<file path="config.mk">
export PLATFORM = sky130hd
export DESIGN_NAME = cmd_responder_sclk_flat
export DESIGN_NICKNAME = d
export VERILOG_FILES = /design/src/rtl/cmd_responder_sclk_if.sv /design/src/rtl/cmd_responder_sclk.sv /design/src/flat_wrapper.sv
export SDC_FILE = /design/constraint.sdc
export NUM_CORES = 1
export LEC_CHECK = 0
export ABC_CLOCK_PERIOD_IN_PS = 8300
export BUFFER_PORTS_ARGS = -buffer_cell sky130_fd_sc_hd__buf_2
export CAP_MARGIN = 30
export CORE_ASPECT_RATIO = 1.4
export CORE_UTILIZATION = 45
export DETAILED_ROUTE_END_ITERATION = 7
export PLACE_DENSITY = 0.68
export SYNTH_ARGS = -nofsm -noshare
export SYNTH_HDL_FRONTEND = slang
export SYNTH_SLANG_ARGS = --single-unit
</file>
<file path="constraint.sdc">
create_clock -name SCLK -period 8.3 [get_ports SCLK]
set_input_delay 1.66 -clock SCLK [delete_from_list [all_inputs] [get_ports SCLK]]
set_output_delay 1.66 -clock SCLK [all_outputs]
set_load 0.05 [all_outputs]
</file>
<file path="src/rtl/cmd_responder_sclk_if.sv">
// ---------------------------------------------------------------------------
// cmd_responder_sclk_if
// Command/response bundle between the PCLK-side initiator and the SCLK-side
// responder (cmd_responder_sclk).
//   req_pclk        initiator request level (asynchronous to SCLK)
//   CMD_REG_pclk    command code, quasi-static while req is high
//   ADDR_REG_pclk   word address, quasi-static
//   WDATA_REG_pclk  write data, quasi-static
//   ABORT_REG_pclk  abort level (asynchronous)
//   ack_sclk        4-phase acknowledge; RDATA/RESP valid while high
//   RDATA_sclk      read data
//   RESP_sclk       1 = error or aborted
//   busy_sclk       responder is executing a command
// ---------------------------------------------------------------------------
interface cmd_responder_sclk_if;
  logic       req_pclk;
  logic [2:0] CMD_REG_pclk;
  logic [9:0] ADDR_REG_pclk;
  logic [9:0] WDATA_REG_pclk;
  logic       ABORT_REG_pclk;
  logic       ack_sclk;
  logic [9:0] RDATA_sclk;
  logic       RESP_sclk;
  logic       busy_sclk;

  modport master (
    output req_pclk, CMD_REG_pclk, ADDR_REG_pclk, WDATA_REG_pclk, ABORT_REG_pclk,
    input  ack_sclk, RDATA_sclk, RESP_sclk, busy_sclk
  );

  modport slave (
    input  req_pclk, CMD_REG_pclk, ADDR_REG_pclk, WDATA_REG_pclk, ABORT_REG_pclk,
    output ack_sclk, RDATA_sclk, RESP_sclk, busy_sclk
  );
endinterface

</file>
<file path="src/rtl/cmd_responder_sclk.sv">
// ---------------------------------------------------------------------------
// cmd_responder_sclk
// SCLK-domain responder of the GFB command handshake. Synchronizes req_pclk,
// captures the command bundle on the request rising edge, executes it against
// a local word array and answers with a 4-phase ack_sclk carrying RDATA/RESP.
//   SCLK         sole clock
//   RESETn_sclk  asynchronous active-low reset
//   bus          cmd_responder_sclk_if.slave (request bundle in, response out)
// Optional feature macro: GFB_RSP_ABORT_EN -- when defined, ABORT_REG_pclk is
// synchronized and terminates ROW_WRITE / MASS_ERASE early with RESP=1.
// ---------------------------------------------------------------------------
module cmd_responder_sclk #(
  parameter int DEPTH       = 64,  // implemented words
  parameter int ROW_SIZE    = 8,   // words per row, power of 2 dividing DEPTH
  parameter int BUSY_CYCLES = 2    // extra execute cycles for single-word ops
) (
  input logic                SCLK,
  input logic                RESETn_sclk,
  cmd_responder_sclk_if.slave bus
);

  localparam int AW      = (DEPTH > 1) ? $clog2(DEPTH) : 1;
  localparam int CNT_MAX = (DEPTH > BUSY_CYCLES) ? DEPTH : BUSY_CYCLES;
  localparam int CW      = $clog2(CNT_MAX + 1);

  typedef enum logic [2:0] {
    CMD_NOP        = 3'd0,
    CMD_READ       = 3'd1,
    CMD_WRITE      = 3'd2,
    CMD_ROW_WRITE  = 3'd3,
    CMD_ERASE      = 3'd4,
    CMD_MASS_ERASE = 3'd5
  } cmd_e;

  typedef enum logic [1:0] {S_IDLE, S_EXEC, S_DONE} state_e;

  state_e          state, next_state;
  logic            req_s1, req_s2, req_s3;
  logic [1:0]      primed;
  logic            armed;
  logic            start;
  logic            abort_s2;
  logic [2:0]      cmd_q;
  logic [9:0]      addr_q, wdata_q;
  logic [CW-1:0]   cnt;
  logic [9:0]      mem [DEPTH];

  logic            addr_err, finish, fin_err, load_rdata, clr_rdata;
  logic            mem_we;
  logic [AW-1:0]   mem_waddr;
  logic [9:0]      mem_wdata;

  // Request synchronizer and edge detector. The edge detector only arms once
  // a genuine low has travelled through the synchronizer after reset, so a
  // request level that was already high across reset never starts an op.
  always_ff @(posedge SCLK or negedge RESETn_sclk) begin
    if (!RESETn_sclk) begin
      req_s1 <= 1'b0;
      req_s2 <= 1'b0;
      req_s3 <= 1'b0;
      primed <= 2'b00;
      armed  <= 1'b0;
    end else begin
      // NOTE: non-blocking assignments let each stage take the previous
      // stage's old value, which is what makes this a shift chain.
      req_s1 <= bus.req_pclk;
      req_s2 <= req_s1;
      req_s3 <= req_s2;
      primed <= {primed[0], 1'b1};
      armed  <= armed | (primed[1] & ~req_s2);
    end
  end

  assign start = req_s2 & ~req_s3 & armed;

`ifdef GFB_RSP_ABORT_EN
  logic abort_s1;
  always_ff @(posedge SCLK or negedge RESETn_sclk) begin
    if (!RESETn_sclk) begin
      abort_s1 <= 1'b0;
      abort_s2 <= 1'b0;
    end else begin
      abort_s1 <= bus.ABORT_REG_pclk;
      abort_s2 <= abort_s1;
    end
  end
`else
  wire unused_abort = bus.ABORT_REG_pclk;
  assign abort_s2 = 1'b0;
`endif

  assign addr_err = 32'(addr_q) >= DEPTH;

  always_ff @(posedge SCLK or negedge RESETn_sclk) begin
    if (!RESETn_sclk) state <= S_IDLE;
    else              state <= next_state;
  end

  // Next state plus per-cycle execute decisions (finish, error, memory write).
  always_comb begin
    // NOTE: every output of this block gets a default first so no path
    // through the case statements can infer a latch.
    next_state = state;
    finish     = 1'b0;
    fin_err    = 1'b0;
    load_rdata = 1'b0;
    clr_rdata  = 1'b0;
    mem_we     = 1'b0;
    mem_waddr  = '0;
    mem_wdata  = '0;
    unique case (state)
      S_IDLE: if (start) next_state = S_EXEC;
      S_EXEC: begin
        unique case (cmd_q)
          CMD_NOP: finish = 1'b1;
          CMD_READ, CMD_WRITE, CMD_ERASE: begin
            if (addr_err) begin
              finish    = 1'b1;
              fin_err   = 1'b1;
              clr_rdata = (cmd_q == CMD_READ);
            end else if (cnt == CW'(BUSY_CYCLES)) begin
              finish     = 1'b1;
              load_rdata = (cmd_q == CMD_READ);
              mem_we     = (cmd_q != CMD_READ);
              mem_waddr  = addr_q[AW-1:0];
              mem_wdata  = (cmd_q == CMD_WRITE) ? wdata_q : 10'h3FF;
            end
          end
          CMD_ROW_WRITE: begin
            if (addr_err || abort_s2) begin
              finish  = 1'b1;
              fin_err = 1'b1;
            end else begin
              // Row base is aligned, so OR-ing in the offset equals adding it.
              mem_we    = 1'b1;
              mem_waddr = (addr_q[AW-1:0] & ~AW'(ROW_SIZE - 1)) | cnt[AW-1:0];
              mem_wdata = wdata_q;
              finish    = (cnt == CW'(ROW_SIZE - 1));
            end
          end
          CMD_MASS_ERASE: begin
            if (abort_s2) begin
              finish  = 1'b1;
              fin_err = 1'b1;
            end else begin
              mem_we    = 1'b1;
              mem_waddr = cnt[AW-1:0];
              mem_wdata = 10'h3FF;
              finish    = (cnt == CW'(DEPTH - 1));
            end
          end
          default: begin
            finish  = 1'b1;
            fin_err = 1'b1;
          end
        endcase
        if (finish) next_state = S_DONE;
      end
      S_DONE: if (!req_s2) next_state = S_IDLE;
      default: next_state = S_IDLE;
    endcase
  end

  // Bundle capture, execute counter and registered response outputs.
  always_ff @(posedge SCLK or negedge RESETn_sclk) begin
    if (!RESETn_sclk) begin
      cmd_q          <= '0;
      addr_q         <= '0;
      wdata_q        <= '0;
      cnt            <= '0;
      bus.ack_sclk   <= 1'b0;
      bus.RDATA_sclk <= '0;
      bus.RESP_sclk  <= 1'b0;
    end else begin
      if (state == S_IDLE && start) begin
        cmd_q   <= bus.CMD_REG_pclk;
        addr_q  <= bus.ADDR_REG_pclk;
        wdata_q <= bus.WDATA_REG_pclk;
        cnt     <= '0;
      end else if (state == S_EXEC) begin
        cnt <= cnt + 1'b1;
      end
      if (finish) begin
        bus.ack_sclk  <= 1'b1;
        bus.RESP_sclk <= fin_err;
        if (load_rdata)     bus.RDATA_sclk <= mem[addr_q[AW-1:0]];
        else if (clr_rdata) bus.RDATA_sclk <= '0;
      end else if (state == S_DONE && !req_s2) begin
        bus.ack_sclk <= 1'b0;
      end
    end
  end

  // NOTE: the word array has no reset; its contents survive RESETn_sclk and
  // are undefined after power-up, which also lets it map onto RAM.
  always_ff @(posedge SCLK) begin
    if (mem_we) mem[mem_waddr] <= mem_wdata;
  end

  assign bus.busy_sclk = (state == S_EXEC);

endmodule

</file>
<file path="src/flat_wrapper.sv">
// flat-port wrapper written by rule: the top's interface ports become plain ports
module cmd_responder_sclk_flat 
#(
  parameter int DEPTH       = 64,                      
  parameter int ROW_SIZE    = 8,                                              
  parameter int BUSY_CYCLES = 2                                               
)
  (SCLK, RESETn_sclk, bus_req_pclk, bus_CMD_REG_pclk, bus_ADDR_REG_pclk, bus_WDATA_REG_pclk, bus_ABORT_REG_pclk, bus_ack_sclk, bus_RDATA_sclk, bus_RESP_sclk, bus_busy_sclk);
  cmd_responder_sclk_if bus_i ();
  input logic SCLK;
  input logic RESETn_sclk;
  input wire logic [$bits(bus_i.req_pclk)-1:0] bus_req_pclk;
  input wire logic [$bits(bus_i.CMD_REG_pclk)-1:0] bus_CMD_REG_pclk;
  input wire logic [$bits(bus_i.ADDR_REG_pclk)-1:0] bus_ADDR_REG_pclk;
  input wire logic [$bits(bus_i.WDATA_REG_pclk)-1:0] bus_WDATA_REG_pclk;
  input wire logic [$bits(bus_i.ABORT_REG_pclk)-1:0] bus_ABORT_REG_pclk;
  output wire logic [$bits(bus_i.ack_sclk)-1:0] bus_ack_sclk;
  output wire logic [$bits(bus_i.RDATA_sclk)-1:0] bus_RDATA_sclk;
  output wire logic [$bits(bus_i.RESP_sclk)-1:0] bus_RESP_sclk;
  output wire logic [$bits(bus_i.busy_sclk)-1:0] bus_busy_sclk;
  assign bus_i.req_pclk = bus_req_pclk;
  assign bus_i.CMD_REG_pclk = bus_CMD_REG_pclk;
  assign bus_i.ADDR_REG_pclk = bus_ADDR_REG_pclk;
  assign bus_i.WDATA_REG_pclk = bus_WDATA_REG_pclk;
  assign bus_i.ABORT_REG_pclk = bus_ABORT_REG_pclk;
  assign bus_ack_sclk = bus_i.ack_sclk;
  assign bus_RDATA_sclk = bus_i.RDATA_sclk;
  assign bus_RESP_sclk = bus_i.RESP_sclk;
  assign bus_busy_sclk = bus_i.busy_sclk;
  cmd_responder_sclk #(.DEPTH(DEPTH), .ROW_SIZE(ROW_SIZE), .BUSY_CYCLES(BUSY_CYCLES)) u_core (.SCLK(SCLK), .RESETn_sclk(RESETn_sclk), .bus(bus_i));
endmodule
</file>
==> results of run 1 <==
-- metal layers --
metal / GRT usage [%] / up-vias / wire length [µm]
li1: - / 6480 / -
met1: 25.7 / 7677 / 24700
met2: 36.9 / 563 / 33600
met3: 2.78 / 146 / 3660
met4: 7.92 / 0 / 2480
met5: 0 / - / 0
-- layout make-up --
cell class / instances / share of cell area [%]
inverter: 7 / 0.0840
sequential: 690 / 65.5
tap: 817 / 3.27
clock buffer: 66 / 4.87
multi-input combinational: 768 / 22.0
clock inverter: 43 / 1.46
timing repair buffer: 126 / 2.87
-- where the power goes --
| group | switching (µW) | total (µW) | leakage (µW) | internal (µW) |
|---|---|---|---|---|
| clock network | 1230 | 2830 | 0.000977 | 1600 |
| logic | 1550 | 2480 | 0.00311 | 932 |
| registers | 205 | 4140 | 0.00610 | 3930 |
-- final timing paths --
kind	start	to	slack, ns	cells past startpoint
setup / recovery	u_core.addr_q[0]$_DFFE_PN0P_	u_core.bus.RDATA_sclk[8]$_DFFE_PN0P_	4.16	8
hold / removal	u_core.primed[0]$_DFF_PN0_	u_core.primed[1]$_DFF_PN0_	0.35	0
setup reg to reg	u_core.addr_q[0]$_DFFE_PN0P_	u_core.bus.RDATA_sclk[8]$_DFFE_PN0P_	4.16	8
hold reg to reg	u_core.primed[0]$_DFF_PN0_	u_core.primed[1]$_DFF_PN0_	0.35	0
max in group asynchronous	RESETn_sclk	u_core.addr_q[1]$_DFFE_PN0P_	6.54	2
min in group asynchronous	RESETn_sclk	u_core.addr_q[7]$_DFFE_PN0P_	1.19	2
-- stage by stage --
step,worst slack (ns),std cells
detailed placement,4.18,2404
global placement,4.08,2387
finish,4.16,2517
global route,3.82,2517
CTS,4.18,2513
floorplan,4.08,1566
-- registers in the layout (all words and copies together), names as in the netlist --
signal	count
u_core.wdata_q	10
u_core.state	2
u_core.cnt	7
u_core.cmd_q	3
u_core.bus.RDATA_sclk	10
u_core.bus.ack_sclk	1
u_core.addr_q	10
u_core.req_s3	1
u_core.req_s1	1
u_core.primed	2
u_core.mem	640
u_core.armed	1
u_core.req_s2	1
u_core.bus.RESP_sclk	1
-- layout by cell type (no fill, tap or decap), types with 7 or more instances in the layout --
master / instances
a21oi_1: 13
a21oi_4: 10
a22oi_1: 109
a31oi_1: 9
and2_1: 7
buf_2: 38
buf_4: 79
buf_6: 7
bufinv_16: 9
clkbuf_16: 59
clkinv_1: 12
clkinv_2: 14
dfrtp_1: 47
edfxtp_1: 640
mux2_2: 25
mux2i_1: 204
mux4_2: 66
nand2_1: 62
nand3_1: 53
nand4_1: 7
nor2_1: 32
nor2b_1: 8
nor3_1: 37
nor3_2: 10
o21ai_0: 21
o21ai_1: 7
o221ai_1: 8
-- cell families (layout without fill, tap and decap cells) --
| group | count (synthesis) | after routing | synth area share (%) |
|---|---|---|---|
| AOI/OAI and AO/OA | 219 | 219 | 5.63 |
| and+or+nand+nor | 249 | 249 | 4.64 |
| DFF | 690 | 690 | 74.1 |
| adders and majority gates | 2 | 2 | 0.0906 |
| other | 1 | 1 | 0.0136 |
| buffers and inverters | 108 | 242 | 1.64 |
| muxes | 296 | 296 | 13.8 |
| xor gates and xnor gates | 1 | 1 | 0.0317 |
==> results.py, run 1 <==
metrics = {
    "run_status": {
        "run_status": "completed",
    },
    "placement": {
        "gp_congestion": 0.862,
        "io_buffers": 38,
        "placed_area_mm2": 0.0293,
        "dpl.hpwl_mm": 39.0,
    },
    "worst_setup_path": {
        "endpoint_kind": "flip-flop",
        "cp.required_ns": 8.79,
        "critical_path.top_delay_family": "buffers and inverters",
        "critPathLaunchType": "flip-flop",
        "crit_buf_inv": 2,
        "worstPathCellList": "buf_12 > buf_4 > mux4_2 > nor2b_1 > a211oi_1 > a21oi_1 > a32oi_1 > nand2_1",
        "path_class": "flip-flop to flip-flop",
        "slowest_delay_ns": 0.82,
        "crit_fanout": 133,
        "arrival_ns": 4.63,
        "crit_path_top_delay_cell": "dfrtp_4",
    },
    "synthesis": {
        "yosysMostFrequentCell": "edfxtp_1",
        "netlist.area_leader.share_pct": 69.6,
        "synth_seq_cells": 690,
        "seq_area_frac_synth_pct": 74.1,
        "ys_warn_count": 0,
        "synthTopCellsByArea": "edfxtp_1, mux2i_1, mux4_2",
        "synth_top_area_cell": "edfxtp_1",
        "syn_inst": 1566,
        "async_flop_share_pct": 7.25,
        "syn_nets": 1595,
        "synth_commonest_cells": "edfxtp_1, mux2i_1, a22oi_1",
        "synth-main-ff-cell": "edfxtp_1",
        "avgSynthCellArea_um2": 17.6,
        "yosysUniqueCellTypes": 62,
        "syn-cell-area_mm2": 0.0276,
        "synth_edf_count": 640,
    },
    "hold_path": {
        "min_path_type": "flip-flop to flip-flop",
    },
    "layout": {
        "n_antenna_cell": 0,
        "areaGrowthSynthToFinish_pct": 13.2,
        "fillers": 4892,
        "fin_util_pct": 51.4,
        "seq_area_mm2": 0.0205,
        "finalNetCount": 1680,
        "drive_gt1_share_pct": 20.6,
        "multi_input_area_mm2": 0.00686,
        "final_area_mm2": 0.0313,
    },
    "timing": {
        "tightest_slew_ns": 1.12,
        "finalSetupTns_ns": 0,
        "finalSetupViolCount": 0,
        "whs_ns": 0.348,
        "fin_skew_ns": 0.0143,
        "hold_viol_final": 0,
        "rsz0062_at_grt": "no",
        "min_period_ns": 4.14,
        "slew_violations": 0,
        "period_share_pct": 49.9,
        "maxSlewHeadroom_pct": 25.4,
        "max_freq_ghz": 0.242,
    },
    "global_route": {
        "groute.usage.overall_pct": 20.8,
        "grt_max_degree": 134,
        "grt.overflow.total": 0,
        "grt_pass1_wl_mm": 95.0,
        "antenna_found_initial": 0,
        "grt_pass1_vias": 15000,
    },
    "floorplanning": {
        "core_area_mm2": 0.0608,
        "die_x_um": 211,
        "core.rowCount": 107,
        "die_area_mm2": 0.0624,
        "io_pins": 40,
        "die_h_um": 295,
        "start_util_pct": 45.4,
    },
    "power_and_ir_drop": {
        "power.density_mw_per_mm2": 302,
        "p_leak_uw": 0.0102,
        "total_power_uw": 9450,
        "peakVddDrop_v": 0.000296,
    },
    "clock_network": {
        "htree_levels": 2,
        "clock_latency_ns": 0.61,
        "root_buffer": "clkbuf_16",
        "cts.repair.resized": 0,
        "cts.sinks": 690,
        "cts.reportedPaths.clkPinSlew_ns": 0.07,
        "cts_buffer_depth": 3,
        "cts_tree": "done",
        "cts_setup_buffers": 0,
        "cts_buffers": 58,
        "cts-hold-fix-buffers": 0,
    },
    "detailed_routing": {
        "routedWlPerCell_um": 25.6,
        "via_per_inst": 5.91,
        "vias": 14900,
        "drc": 0,
        "drt-total-wl_mm": 64.5,
        "ant_nets": 0,
        "drtIter0Drc": 1358,
        "firstDrtPassIters": 5,
    },
    "flow_run": {
        "maxCapViolCount": 0,
    },
}
No activity file was read; power rests on OpenSTA's default activity.
==> inputs of run 2 (changes only) <==
ABC_CLOCK_PERIOD_IN_PS = 3300   (was 8300)
PLACE_DENSITY = 0.7   (was 0.68)
clock period = 3.3 ns   (was 8.3 ns; I/O delays follow)
==> results.py, run 2 (synthesized netlist as in run 1, its figures left out) <==
metrics = {
    "worst_setup_path": {
        "endpoint_kind": "flip-flop",
        "worstPathCellList": "or4_4 > buf_4 > o41ai_1 > a22oi_1 > o21ai_1 > nand2_1 > nor3_1 > buf_4",
        "crit_top_cell": "buf_4",
        "arrival_ns": 3.50,
        "critPathLaunch": "u_core.addr_q[9]$_DFFE_PN0P_",
        "path_class": "flip-flop to flip-flop",
        "reg2reg_slack_ns": 0.09,
        "critPathLaunchType": "flip-flop",
        "cp.required_ns": 3.60,
        "crit_path_top_delay_cell": "or4_4",
        "r2r-start": "u_core.addr_q[9]$_DFFE_PN0P_",
        "crit_fanout": 10,
        "slowest_delay_ns": 0.58,
    },
    "layout": {
        "finalNetCount": 1739,
        "largest_reg_flops": 640,
        "n_antenna_cell": 0,
        "drive_gt1_share_pct": 22.8,
        "areaGrowthSynthToFinish_pct": 15.6,
        "final_cell_mix": "edfxtp_1, mux2i_1, buf_4",
        "final_area_mm2": 0.0319,
        "stdcell_count": 2573,
        "final_common_cell": "edfxtp_1",
        "largest-register": "u_core.mem",
    },
    "placement": {
        "io_buffers": 38,
        "placedCellCount": 2465,
        "placed_area_mm2": 0.0299,
        "gp_congestion": 0.896,
        "pre_cts_slack_ns": -0.0235,
        "dpl.hpwl_mm": 40.9,
    },
    "power_and_ir_drop": {
        "peakVddDrop_v": 0.000462,
        "power.density_mw_per_mm2": 752,
        "p_leak_uw": 0.0105,
    },
    "hold_path": {
        "min_path_type": "input pin to flip-flop",
        "worstHoldStart": "bus_req_pclk",
    },
    "detailed_routing": {
        "drc": 0,
        "firstDrtPassIters": 5,
        "via_per_inst": 5.84,
        "ant_nets": 0,
        "routedWlPerCell_um": 25.2,
        "drtIter0Drc": 1470,
        "drt-total-wl_mm": 64.9,
        "vias": 15000,
    },
    "floorplanning": {
        "start_util_pct": 45.4,
        "core.rowCount": 107,
        "die_area_mm2": 0.0624,
        "die_x_um": 211,
        "io_pins": 40,
        "core_area_mm2": 0.0608,
        "die_h_um": 295,
    },
    "clock_network": {
        "clock_latency_ns": 0.61,
        "root_buffer": "clkbuf_16",
        "cts.sinks": 690,
        "cts.reportedPaths.clkPinSlew_ns": 0.07,
        "cts_buffers": 58,
        "cts_tree": "done",
        "htree_levels": 2,
        "cts_buffer_depth": 3,
    },
    "timing": {
        "rsz0062_at_grt": "no",
        "min_period_ns": 3.21,
        "hold_viol_final": 0,
        "worst_slack_ns": 0.0935,
        "maxSlewHeadroom_pct": 39.3,
        "fin_skew_ns": 0.0272,
        "finalSetupViolCount": 0,
        "finalSetupTns_ns": 0,
        "tightest_slew_ns": 0.910,
        "slew_violations": 0,
        "max_freq_ghz": 0.312,
        "period_share_pct": 97.2,
    },
    "global_route": {
        "grt_pass1_vias": 15400,
        "antenna_found_initial": 0,
        "grt_pass1_wl_mm": 96.6,
        "grt.overflow.total": 0,
        "grt_max_degree": 65,
        "groute.usage.overall_pct": 21.0,
    },
    "flow_run": {
        "maxCapViolCount": 0,
    },
    "run_status": {
        "run_status": "completed",
    },
}
## run 2: cell types whose count changed in the layout (fill, tap and decap cells not counted), sizes merged
cell,change
clkbuf,+6
clkinv,-5
clkinvlp,+2
buf,+58
bufinv,-2
inv,-3
## run 2: layer usage
metal,vias to the layer above,track usage (%),share of wire (%)
met1,7736,25.0,37
met4,0,8.80,4.1
li1,6596,-,-
met2,554,38.0,53
met5,-,0,0
met3,136,2.95,5.8
## run 2: power breakdown
| part | internal, µW | leakage, µW | switching [µW] |
|---|---|---|---|
| Clock | 3890 | 0.000922 | 2980 |
| Sequential | 9890 | 0.00610 | 312 |
| Combinational | 2710 | 0.00349 | 4230 |
## run 2: area by class of cell
class,instances,area [µm²]
Fill cell,4785,28900
Sequential cell,690,20500
Multi-Input combinational cell,768,6890
Timing Repair Buffer,185,1580
Clock buffer,71,1550
Tap cell,817,1020
Clock inverter,35,369
Inverter,7,26.3
## run 2: through the flow
step	power, µW	hold WS, ns	util (%)
global route	24800	0.175	52.5
CTS	24100	0.160	52.4
floorplan	14700	0.331	-
global placement	17200	0.332	49.2
detailed placement	17300	0.336	49.3
finish	24000	0.189	52.5
## run 2: critical path, delay by kind of cell (launching register included)
kind | cells | cell delay, ns
buf+inv | 2 | 0.43
flops | 1 | 0.40
compound gates | 3 | 0.79
simple gates | 3 | 1.28
## run 2: what timing repair did
item | in CTS | in global routing
resized for setup | 0 | 10
endpoints found under the setup margin | 45 | 129
gates cloned | 0 | 1
setup buffers | 1 | 0
pin swaps | 1 | 1
hold buffers | 0 | 0
## run 2: path summary, 6_finish.rpt
kind | end | depth (start not counted)
worst max-delay path | u_core.mem[39][2]$_DFFE_PP_ | 8
worst min-delay path | u_core.req_s1$_DFF_PN0_ | 1
worst max register to register | u_core.mem[39][2]$_DFFE_PP_ | 8
worst min register to register | u_core.primed[1]$_DFF_PN0_ | 0
max in group asynchronous | u_core.bus.RDATA_sclk[8]$_DFFE_PN0P_ | 2
min in group asynchronous | u_core.addr_q[8]$_DFFE_PN0P_ | 1
